<file path="config.mk">
export PLATFORM = sky130hd
export DESIGN_NAME = uart_rx_flat
export DESIGN_NICKNAME = d
export VERILOG_FILES = /design/src/rtl/uart_rx_if.sv /design/src/rtl/uart_rx.sv /design/src/flat_wrapper.sv
export SDC_FILE = /design/constraint.sdc
export NUM_CORES = 1
export LEC_CHECK = 0
export CAP_MARGIN = 30
export CORE_ASPECT_RATIO = 0.9
export CORE_MARGIN = 5
export CORE_UTILIZATION = 35
export CTS_BUF_LIST = sky130_fd_sc_hd__clkbuf_8 sky130_fd_sc_hd__clkbuf_16
export CTS_CLUSTER_DIAMETER = 50
export DETAILED_ROUTE_END_ITERATION = 10
export PLACE_DENSITY_LB_ADDON = 0.2
export SETUP_SLACK_MARGIN = 0.15
export SKIP_LAST_GASP = 1
export SLEW_MARGIN = 10
export SYNTH_ARGS = -nofsm -noshare
export SYNTH_HDL_FRONTEND = slang
export SYNTH_SLANG_ARGS = --single-unit
</file>
<file path="constraint.sdc">
create_clock -name sys_clk_i -period 3.9 [get_ports sys_clk_i]
set_input_delay 0.585 -clock sys_clk_i [delete_from_list [all_inputs] [get_ports sys_clk_i]]
set_output_delay 0.585 -clock sys_clk_i [all_outputs]
set_load 0.01 [all_outputs]
</file>
<file path="src/rtl/uart_rx_if.sv">
`default_nettype none
// ============================================================================
// Module      : uart_rx_if
// Description : Bundle of the serial line and the receive-side byte handshake
//               of the 8N1 UART receiver.
//               master : receiver side. It samples the line and the read
//                        strobe, and drives the byte, valid and error flags.
//               slave  : consumer side. It drives the line and the read
//                        strobe, and observes the byte and the flags.
// Signals     : uart_rx_i    serial input, idle high, asynchronous to clk
//               uart_rd_i    1-cycle read acknowledge from the consumer
//               uart_dat_o   received byte
//               uart_valid_o unread byte present on uart_dat_o
//               uart_ferr_o  stop bit of the byte on uart_dat_o was 0
//               uart_ovr_o   sticky, a byte was dropped since the last read
// Revision    : 1.0 - initial release
// ============================================================================
interface uart_rx_if;
  logic       uart_rx_i;
  logic       uart_rd_i;
  logic [7:0] uart_dat_o;
  logic       uart_valid_o;
  logic       uart_ferr_o;
  logic       uart_ovr_o;

  modport master (
    input  uart_rx_i,
    input  uart_rd_i,
    output uart_dat_o,
    output uart_valid_o,
    output uart_ferr_o,
    output uart_ovr_o
  );

  modport slave (
    output uart_rx_i,
    output uart_rd_i,
    input  uart_dat_o,
    input  uart_valid_o,
    input  uart_ferr_o,
    input  uart_ovr_o
  );
endinterface
`default_nettype wire

</file>
<file path="src/rtl/uart_rx.sv">
`default_nettype none
// ============================================================================
// Module      : uart_rx
// Description : 8N1 UART receiver. Oversamples the serial line 16x per bit,
//               de-serialises LSB-first bytes and presents each byte on a
//               valid/read handshake, with framing-error and overrun flags.
// Parameters  : CLK_HZ  system clock frequency in Hz
//               BAUD    line bit rate
//               (DIV = CLK_HZ/(BAUD*16) clocks per oversample tick, >= 1)
// Ports       : sys_clk_i   system clock, rising edge
//               sys_rstn_i  synchronous active-low reset
//               bus         uart_rx_if.master (line in, rd in, byte/flags out)
// Option      : UART_RX_MAJORITY_EN - when defined, every bit is sampled on
//               ticks 7, 8 and 9 and a 2-of-3 vote decides at tick 9.
//               When undefined, a single sample on tick 8 is used.
// Revision    : 1.0 - initial release
// ============================================================================
module uart_rx #(
  parameter int CLK_HZ = 50000000,
  parameter int BAUD   = 115200
) (
  input  logic      sys_clk_i,
  input  logic      sys_rstn_i,
  uart_rx_if.master bus
);

  localparam int DIV = CLK_HZ / (BAUD * 16);
  localparam int TW  = (DIV > 1) ? $clog2(DIV) : 1;
  localparam logic [TW-1:0] TICK_LAST = TW'(DIV - 1);

  typedef enum logic [1:0] {
    IDLE  = 2'd0,
    START = 2'd1,
    DATA  = 2'd2,
    STOP  = 2'd3
  } state_t;

  // Line synchroniser and edge history
  logic          rx_meta;
  logic          rxs;
  logic          rxs_d;
  // warm[1] says rxs now carries a real line sample rather than reset value
  logic [1:0]    warm;
  // armed once the line has really been seen high; a line held low out of
  // reset never produces a start edge
  logic          armed;

  state_t        state;
  logic [TW-1:0] tcnt;
  logic [3:0]    sub;       // ticks already elapsed in the current bit
  logic [2:0]    bit_idx;
  logic [7:0]    shreg;

  logic [7:0]    dat;
  logic          valid;
  logic          ferr;
  logic          ovr;

  logic          tick;
  logic          fall;
  logic          sample_now;
  logic          sample_val;

`ifdef UART_RX_MAJORITY_EN
  logic          s7;
  logic          s8;
`endif

  assign tick = (tcnt == TICK_LAST);
  assign fall = armed && rxs_d && !rxs;

  // sub == k-1 on the k-th tick of a bit
`ifdef UART_RX_MAJORITY_EN
  assign sample_now = tick && (sub == 4'd8);
  assign sample_val = (s7 & s8) | (s7 & rxs) | (s8 & rxs);
`else
  assign sample_now = tick && (sub == 4'd7);
  assign sample_val = rxs;
`endif

  always_ff @(posedge sys_clk_i) begin
    if (!sys_rstn_i) begin
      rx_meta <= 1'b1;
      rxs     <= 1'b1;
      rxs_d   <= 1'b1;
      warm    <= 2'b00;
      armed   <= 1'b0;
      state   <= IDLE;
      tcnt    <= '0;
      sub     <= 4'd0;
      bit_idx <= 3'd0;
      shreg   <= 8'h00;
      dat     <= 8'h00;
      valid   <= 1'b0;
      ferr    <= 1'b0;
      ovr     <= 1'b0;
`ifdef UART_RX_MAJORITY_EN
      s7      <= 1'b1;
      s8      <= 1'b1;
`endif
    end else begin
      rx_meta <= bus.uart_rx_i;
      rxs     <= rx_meta;
      rxs_d   <= rxs;
      warm    <= {warm[0], 1'b1};
      if (warm[1] && rxs) begin
        armed <= 1'b1;
      end

      // Consumer read; a delivery later in this block may re-assert valid
      if (bus.uart_rd_i && valid) begin
        valid <= 1'b0;
        ovr   <= 1'b0;
      end

`ifdef UART_RX_MAJORITY_EN
      if (state != IDLE && tick && sub == 4'd6) begin
        s7 <= rxs;
      end
      if (state != IDLE && tick && sub == 4'd7) begin
        s8 <= rxs;
      end
`endif

      case (state)
        IDLE: begin
          tcnt <= '0;
          sub  <= 4'd0;
          if (fall) begin
            state <= START;
          end
        end

        default: begin
          // Tick generator and per-bit tick count; sub wraps after 16 ticks
          if (tick) begin
            tcnt <= '0;
            sub  <= sub + 4'd1;
          end else begin
            tcnt <= tcnt + 1'b1;
          end

          if (sample_now) begin
            case (state)
              START: begin
                if (sample_val) begin
                  state <= IDLE;          // false start
                end else begin
                  state   <= DATA;
                  bit_idx <= 3'd0;
                end
              end
              DATA: begin
                shreg[bit_idx] <= sample_val;
                if (bit_idx == 3'd7) begin
                  state <= STOP;
                end else begin
                  bit_idx <= bit_idx + 3'd1;
                end
              end
              STOP: begin
                // Returning to IDLE at mid-stop lets the next start edge in
                // within half a bit.
                state <= IDLE;
                if (!valid || bus.uart_rd_i) begin
                  dat   <= shreg;
                  ferr  <= ~sample_val;
                  valid <= 1'b1;
                end else begin
                  ovr <= 1'b1;
                end
              end
              default: begin
                state <= IDLE;
              end
            endcase
          end
        end
      endcase
    end
  end

  assign bus.uart_dat_o   = dat;
  assign bus.uart_valid_o = valid;
  assign bus.uart_ferr_o  = ferr;
  assign bus.uart_ovr_o   = ovr;

endmodule
`default_nettype wire

</file>
<file path="src/flat_wrapper.sv">
// flat-port wrapper written by rule: the top's interface ports become plain ports
module uart_rx_flat 
#(
  parameter int CLK_HZ = 50000000,
  parameter int BAUD   = 115200
)
  (sys_clk_i, sys_rstn_i, bus_uart_rx_i, bus_uart_rd_i, bus_uart_dat_o, bus_uart_valid_o, bus_uart_ferr_o, bus_uart_ovr_o);
  uart_rx_if bus_i ();
  input  logic sys_clk_i;
  input  logic sys_rstn_i;
  input wire logic [$bits(bus_i.uart_rx_i)-1:0] bus_uart_rx_i;
  input wire logic [$bits(bus_i.uart_rd_i)-1:0] bus_uart_rd_i;
  output wire logic [$bits(bus_i.uart_dat_o)-1:0] bus_uart_dat_o;
  output wire logic [$bits(bus_i.uart_valid_o)-1:0] bus_uart_valid_o;
  output wire logic [$bits(bus_i.uart_ferr_o)-1:0] bus_uart_ferr_o;
  output wire logic [$bits(bus_i.uart_ovr_o)-1:0] bus_uart_ovr_o;
  assign bus_i.uart_rx_i = bus_uart_rx_i;
  assign bus_i.uart_rd_i = bus_uart_rd_i;
  assign bus_uart_dat_o = bus_i.uart_dat_o;
  assign bus_uart_valid_o = bus_i.uart_valid_o;
  assign bus_uart_ferr_o = bus_i.uart_ferr_o;
  assign bus_uart_ovr_o = bus_i.uart_ovr_o;
  uart_rx #(.CLK_HZ(CLK_HZ), .BAUD(BAUD)) u_core (.sys_clk_i(sys_clk_i), .sys_rstn_i(sys_rstn_i), .bus(bus_i));
endmodule
</file>
* Word-level counts from Yosys, hierarchy flattened
Cells that the tools add are included.
** Word-level totals
- Bits in registers :: 39
- Bits of input ports :: 4
- Word-level logic and storage cells :: 74
** Cells by class
- Bitwise operators :: 3
- Mux-type cells :: 23
- Reduce and logical (&&, ||, !) cells :: 18
- $lt $le $gt $ge :: 2
- Add/sub/neg operators :: 3
- Equal/unequal tests :: 10
** Operators with widths (number)
- $mux W1 :: 12
- $mux W2 :: 5
- $bwmux W8 :: 1
- $logic_and A1 B1 Y1 :: 6
- $mux W3 :: 2
- $pmux W3 S2 :: 1
- $reduce_and A3 Y1 :: 2
- $add A5 B1 Y5 const B :: 1
- $eq A5 B5 Y1 const B :: 1
- $reduce_and A5 Y1 :: 1
- $add A4 B1 Y4 const B :: 1
- $eq A2 B2 Y1 const B :: 2
- $eq A4 B3 Y1 const B :: 1
- $lt A3 B4 Y1 const B :: 1
- $ne A2 B2 Y1 const B :: 2
- $pmux W2 S2 :: 1
- $reduce_and A4 Y1 :: 1
- $reduce_bool A2 Y1 :: 2
- $add A3 B1 Y3 const B :: 1
- $demux W1 S3 :: 1
- $eq A3 B3 Y1 const B :: 1
- $ge A3 B1 Y1 const B :: 1
- $ne A3 B1 Y1 const B :: 1
- $not A1 Y1 :: 3
- other kinds (7) :: 8

* Depth between registers and ports, before layout
- Word-level depth :: 6
- Depth in mapped cells :: 8

* Worst setup path after synthesis
No wires, ideal clock.
- Path type :: reg-to-reg
- Start point :: reg u_core.tcnt[0]
- End point :: reg u_core.shreg[5]
- Path buffers :: 0
- Path slack :: 2324 ps
- Period minus slack after synthesis :: 1576 ps
- Arrival time :: 1504 ps
- Cell stages (with the launch flop) :: 7
- Cells stage by stage :: dfxtp_1 inv_1 ha_1 nand4b_4 or4_4 nor3_2 mux2i_1
** On the way
- Longest elaborated chain between the ends :: 3
** RTL lines
- start, declared :: RTL line uart_rx.sv:49 : logic [TW-1:0] tcnt;
- start signal, assigned :: RTL line uart_rx.sv:140 : tcnt <= tcnt + 1'b1;
- $eq A5 B5 Y1 :: RTL line uart_rx.sv:69 : assign tick = (tcnt == TICK_LAST);
- $logic_and A1 B1 Y1 :: RTL line uart_rx.sv:77 : assign sample_now = tick && (sub == 4'd7);
- $reduce_and A3 Y1 (no source line)
- end signal, assigned by index :: RTL line uart_rx.sv:154 : shreg[bit_idx] <= sample_val;
- end, declared :: RTL line uart_rx.sv:52 : logic [7:0] shreg;
Every way passes these cells.
A chain may end at the register's enable or synchronous reset.

==> impl_metrics.toml <==
[outcome]
status = "finished, final reports clean"

[cts]
htreeDepth = 2
cts_sinks = 39
post-cts-setup-buffers = 0
cts_buffer_depth = 2
cts_made_buffers = 5
cts_tree = "done"
clock_latency_ns = 0.28
cts-root-buf = "clkbuf_8"
hold_buffers = 0
clkTransAtPathRegs_ns = 0.08
ctsResizeCount = 0

[setup_path]
worstSetupStartpointType = "input pin"
r2r_slack_ns = 2.05
cp_cell_sequence = "clkdlybuf4s50_1 -> nand2_1 -> mux2i_1"
crit_buf_inv = 1
worstPathArrival_ns = 2.18
path_class = "input pin to flop"
cp-end-kind = "flop"
slowest_delay_ns = 1.02
cp_max_fo = 26
cp_top_family = "buffers and inverters"
required_ns = 4.10
crit_slowest_cell = "clkdlybuf4s50_1"

[placed_design]
dp_hpwl_mm = 2.30
place_congestion = 0.759
placed_cells = 245
post-place-ws_ns = 1.60
port_buffers = 14

[final_layout]
stdcell_count = 253
drive_gt1_frac = 0.0785
n_antenna_cell = 0
fin_nets = 205
area_delta_synth_final_pct = 20.2
utilization = 0.441
fill_cells = 443

[route]
ant_nets = 0
drt_pass1_iterations = 4
dr_total_vias = 1177
wl_mm = 3.11
routedWlPerCell_um = 12.3
drtIter0Drc = 43
post-route-drc-count = 0
vias_per_cell = 4.65

[synth]
synth_area_leaders = "dfxtp_1 (47%), ha_1 (8.3%), nand2_1 (5.7%)"
syn_area_um2 = 1660
synthTopCellsByCount = "dfxtp_1 (39), nand2_1 (25), nand3_1 (16), o21ai_0 (12), ha_1 (11)"
ys_seq_area_frac = 0.471
yosysMostFrequentCell = "dfxtp_1"
yosysUniqueCellTypes = 34
synthCells = 174
netlist.area_leader.share = 0.471
synth_edf_count = 0
synth-async-reset-ratio = 0
yosys.area.top_type = "dfxtp_1"
yosys_warnings = 0
synth_seq_cells = 39
synth_flop_cell = "dfxtp_1"
syn_area_per_cell_um2 = 9.53
synth_nets = 189

[power_and_ir_drop]
peakVddDrop_v = 0.000193
power.total_uw = 809
p_per_area_nw_per_um2 = 406
power_leakage_uw = 0.000789

[timing]
rsz0062_at_grt = "no"
tightest_slew_ns = 0.837
setup_tns_ns = 0
fin_skew_ns = 0.00729
hold_viol_final = 0
final-setup-viol-count = 0
setup_slack_ns = 1.92
maxSlewHeadroom = 0.441
report.final.slew_viol_count = 0
period_needed_ns = 1.98
fmax_mhz = 505
post-route-period-util = 0.508

[floorplan]
fp.dieH_um = 75.3
dieArea_um2 = 6210
ioPinCount = 15
row_count = 23
die_w_um = 82.5
initial_core_util = 0.367
core_area_um2 = 4520

[global_route]
grt_overflow = 0
grt_pass1_wl_mm = 5.41
track_usage = 0.112
antenna_found_initial = 0
grt_pass1_vias = 1168
grt_max_degree = 27

[job]
cap_violations = 0

[hold_path]
hold_path.class = "flop to flop"
cell families after synthesis:
family,count (synthesis),synth area share
fa+ha+maj,11,0.0830
compound gates,20,0.0717
flops,39,0.471
mux,9,0.0543
buf+inv,12,0.0279
simple gates,77,0.260
xor+xnor,6,0.0317
layout make-up:
cell class,instances,area [um^2],share of cell area
inverter,6,22.5,0.0113
clock inverter,3,63.8,0.0320
sequential,39,781,0.392
timing repair buffer,15,148,0.0741
clock buffer,5,68.8,0.0345
tap,62,77.6,0.0389
multi-input combinational,123,831,0.417
flip-flops by register name (all words and copies together), names as in the netlist:
| name | count |
|---|---|
| u_core.bus.uart_dat_o | 8 |
| u_core.rxs | 1 |
| u_core.rxs_d | 1 |
| u_core.sub | 4 |
| u_core.tcnt | 5 |
| u_core.warm | 2 |
| u_core.bus.uart_valid_o | 1 |
| u_core.shreg | 8 |
| u_core.bus.uart_ovr_o | 1 |
| u_core.bus.uart_ferr_o | 1 |
| u_core.rx_meta | 1 |
| u_core.armed | 1 |
| u_core.state | 2 |
| u_core.bit_idx | 3 |
stage by stage:
| stage | area (um^2) | hold slack (ns) |
|---|---|---|
| finish | 1990 | 0.434 |
| global placement | 1860 | 0.411 |
| CTS | 1990 | 0.443 |
| floorplan | 1660 | 0.386 |
| global route | 1990 | 0.465 |
| detailed placement | 1860 | 0.420 |
layer usage:
metal  global-route usage  wire length, um  up-vias
met5                    0                0        -
met2                0.169             1350       14
met3               0.0319              109        2
met4               0.0327               13        0
met1                0.157             1640      532
li1                     -                -      629
final timing paths:
path                   from                     end  depth (start not counted)
max              sys_rstn_i         u_core.shreg[0]                          3
min          u_core.rx_meta              u_core.rxs                          1
max reg2reg  u_core.tcnt[0]  u_core.bus.uart_ferr_o                          6
min reg2reg  u_core.rx_meta              u_core.rxs                          1
placed cells by master (no fill, tap or decap), types with 2 or more instances in the layout:
cell / instances
nor4_1: 3
inv_1: 7
nand2_1: 25
xnor2_1: 2
clkbuf_8: 5
nand4_1: 2
ha_1: 11
and4b_1: 2
mux2i_1: 9
o21ai_0: 12
a21oi_1: 2
nor2_1: 10
dfxtp_1: 39
xor2_1: 4
nand3_1: 16
nand2b_1: 6
clkdlybuf4s50_1: 14
nor2b_1: 3
bufinv_16: 2
where the power goes:
group / switching (uW) / total, uW / internal (uW)
Sequential: 1.86 / 403 / 401
Combinational: 9.21 / 16.2 / 6.98
Clock: 137 / 390 / 253
Note: power is estimated with default switching activity, not from simulation.
==> variant: new RTL, config.mk and constraints unchanged <==
Reset style: asynchronous (`sys_rstn_i`), changed in one clocked block. Comments in the files are not updated.
--- a/src/rtl/uart_rx.sv
+++ b/src/rtl/uart_rx.sv
@@ -78,7 +78,7 @@
   assign sample_val = rxs;
 `endif
 
-  always_ff @(posedge sys_clk_i) begin
+  always_ff @(posedge sys_clk_i or negedge sys_rstn_i) begin
     if (!sys_rstn_i) begin
       rx_meta <= 1'b1;
       rxs     <= 1'b1;
Behaviour: same outputs for any inputs over 10 cycles, from zero or initial values and one cycle with sys_rstn_i low; that may be too few to reach the edited logic, so the function may still have changed.
==> variant against the unedited design <==
  * Critical path depth increased by 3
  * Worst setup slack gained 0.074 ns
  * Synthesized cell count fell by 20%
  * Sequential cell count unchanged
  * Area after synthesis grew 3.8%
  * Cell area is 2.2% higher
  * First-iteration DRC count rose by 7.0%
  * Sequential share of layout area increased by 8.9 points
  * Maximum frequency up 3.9%
  * Non-clock buffer count stayed put
  * Routed wire length shrank 9.3%
  * Critical endpoint is now u_core.shreg[2]
Power is not compared: it rests on default switching activity, and its combinational part moved more than twofold at a synthesized area within 25%.
==> variant: results (changes against the unedited design) <==
Final layout:
- The fraction of layout cells with a size suffix above 1 is 14.81% (+7.0 points).
- The count of nets after finishing came to 176 (-14%).
- The antenna cell count is 0 (unchanged).
- The number of standard cells in the layout, taps in and fillers out is 227 (-10%).
- The layout filler cell count is 462 (+4.3%).

Critical path:
- The critical-path maximum fanout is 10 (-62%).
- The slowest stage of the critical path is the sky130_fd_sc_hd__and4b_1 cell.
- The worst path arrival time is 2.07 ns (-0.11 ns).
- The longest individual stage delay on the worst path came to 0.47 ns (-0.55 ns).

Placed design:
- The placed instance count is 218 (-11%).
- The setup slack at placement was 1.943 ns (+0.3421 ns).
- The final HPWL from detailed placement is 2.008 mm (-13%).
- The final weighted congestion in routability-driven placement is 0.7481 (-1.5%).

Global route:
- The global-route congestion overflow total is 0 (unchanged).
- The maximum number of pins on one net before global-route repair was 40 (+48%).
- The global-route wire length before repair is 5.099 mm (-5.7%).
- The global-route usage over all layers came to 9.957% (-1.3 points).
- The number of antenna violations at the first check in global routing is 0 (unchanged).
- The via count of the first global-routing pass came to 1,145 (-2.0%).

Drt:
- The total length of routed met3 wires is 159 um (+46%).
- The detailed-routed wire length on met2 is 1.285 mm (-4.7%).
- The met1 wire length is 1.328 mm (-19%).
- The number of DRC markers after the initial detailed-route iteration came to 46 (+7.0%).
- The post-detailed-routing wire length is 2.822 mm (-9.3%).
- The via density per instance is 4.709 (+1.2%).
- The first-pass iteration count of the detailed router is 4 (unchanged).

Synthesis:
- Ranked by total cell area, the synthesized netlist is headed by sky130_fd_sc_hd__dfrtp_1 52%, sky130_fd_sc_hd__ha_1 8.0%, sky130_fd_sc_hd__mux2_2 5.2%, sky130_fd_sc_hd__dfstp_2 4.6%, sky130_fd_sc_hd__o21ai_0 3.5%.
- The total number of yosys warnings is 0 (unchanged).
- The average size of a mapped cell was 12.30 um^2 (+29%).
- The part of the Yosys area used for sequential elements is 56.90% (+9.8 points).
- The number of distinct library cell variants in the gate-level netlist after synthesis is 33 (-2.9%).
- The share of synthesized flip-flops with an asynchronous set or reset is 100.0% (+100 points).
- By count the netlist is led by 36 x sky130_fd_sc_hd__dfrtp_1, 12 x sky130_fd_sc_hd__o21ai_0, 11 x sky130_fd_sc_hd__ha_1, 9 x sky130_fd_sc_hd__nand2_1, 9 x sky130_fd_sc_hd__nor2_1.
- The number of nets in the synthesized netlist is 155 (-18%).

Clocking:
- The cell sitting at the root of the clock tree is a sky130_fd_sc_hd__clkbuf_8.
- The clock-pin transition on the worst setup and hold timing paths came to 0.08 ns (about the same).
- The post-CTS setup-driven buffer insertion count is 0 (unchanged).
- At the later pin of the worst-skew pair, clock insertion delay measures between 0.2 and 0.3 ns.

STA:
- The clock skew is 0.008972 ns (+0.001680 ns).

Power and ir drop:
- The leakage power total is ~0.94 nW.
- The maximum VDD drop is between 200 and 250 uV.

Min path:
- The min-delay analysis places its worst path in the category in2async.

Status:
- The flow ran to the end, and the final reports show no timing, DRC or antenna violations.
[variant: changes by cell type after synthesis, sizes merged, moves of 2 or more]
cell    change
mux2i       -7
nand4       +2
dfrtp      +36
nand3      -12
mux2        +8
nor2b       -2
dfxtp      -39
nand2b      -5
nand2      -16
o31ai       +8
clkbuf      -6
nor4        -3
dfstp       +3
[variant: layer usage]
layer	vias up	global-route usage [%]
met5	-	0
met4	0	4.823
met3	4	3.676
met2	21	16.30
met1	508	11.46
li1	536	-
[variant: final timing paths]
| check | slack, ns | start | cells past startpoint | end |
|---|---|---|---|---|
| worst max-delay path | 1.99 | u_core.tcnt[0] | 6 | u_core.shreg[2] |
| worst min-delay path | 0.25 | sys_rstn_i | 1 | u_core.bus.uart_dat_o[3] |
| worst max register to register | 1.99 | u_core.tcnt[0] | 6 | u_core.shreg[2] |
| worst min register to register | 0.35 | u_core.warm[0] | 0 | u_core.warm[1] |
| max in group asynchronous | 3.18 | sys_rstn_i | 2 | u_core.bus.uart_ovr_o |
| min in group sys_clk_i | 0.35 | u_core.warm[0] | 0 | u_core.warm[1] |
[variant: area by class of cell]
cell class / count / area share (%)
Sequential cell: 39 / 48.13
Multi-Input combinational cell: 93 / 34.60
Timing Repair Buffer: 15 / 7.990
Tap cell: 65 / 3.995
Clock buffer: 5 / 3.380
Inverter: 7 / 1.291
Clock inverter: 3 / 0.6146
[variant: critical path, delay by kind of cell (launching register included)]
family | cells | cell delay, ns
AND/OR/NAND/NOR | 2 | 0.83
AO/OA/AOI/OAI | 2 | 0.35
flip-flops | 1 | 0.41
buffers and inverters | 1 | 0.07
adder cells (fa/ha/maj) | 1 | 0.14
[variant: power groups by stage]
stage / combinational (mW) / sequential [mW] / clock [mW]
floorplan: 0.106 / 0.478 / 0
global placement: 0.132 / 0.483 / 0
detailed placement: 0.142 / 0.486 / 0
CTS: 0.142 / 0.479 / 0.263
global route: 0.169 / 0.483 / 0.282
finish: 0.142 / 0.478 / 0.252
[variant: cells by family after synthesis]
| family | Yosys count | synth area share (%) |
|---|---|---|
| multiplexers | 10 | 6.396 |
| AND/OR/NAND/NOR | 38 | 12.94 |
| adder cells (fa/ha/maj) | 11 | 7.994 |
| other | 1 | 0.2178 |
| buffers and inverters | 8 | 2.180 |
| AO/OA/AOI/OAI | 27 | 10.32 |
| XOR/XNOR | 6 | 3.052 |
| flip-flops | 39 | 56.90 |
[variant: stage by stage]
stage	power [mW]	utilization, %	hold WS [ns]	area [um^2]
2_1_floorplan	0.5839	-	0.2894	1722
3_3_place_gp	0.6153	40.10	0.3353	1927
3_5_place_dp	0.6279	40.10	0.3413	1927
4_1_cts	0.8835	41.80	0.3581	2008
5_1_grt	0.9342	42.37	0.2879	2036
6_report	0.8717	42.37	0.2475	2036
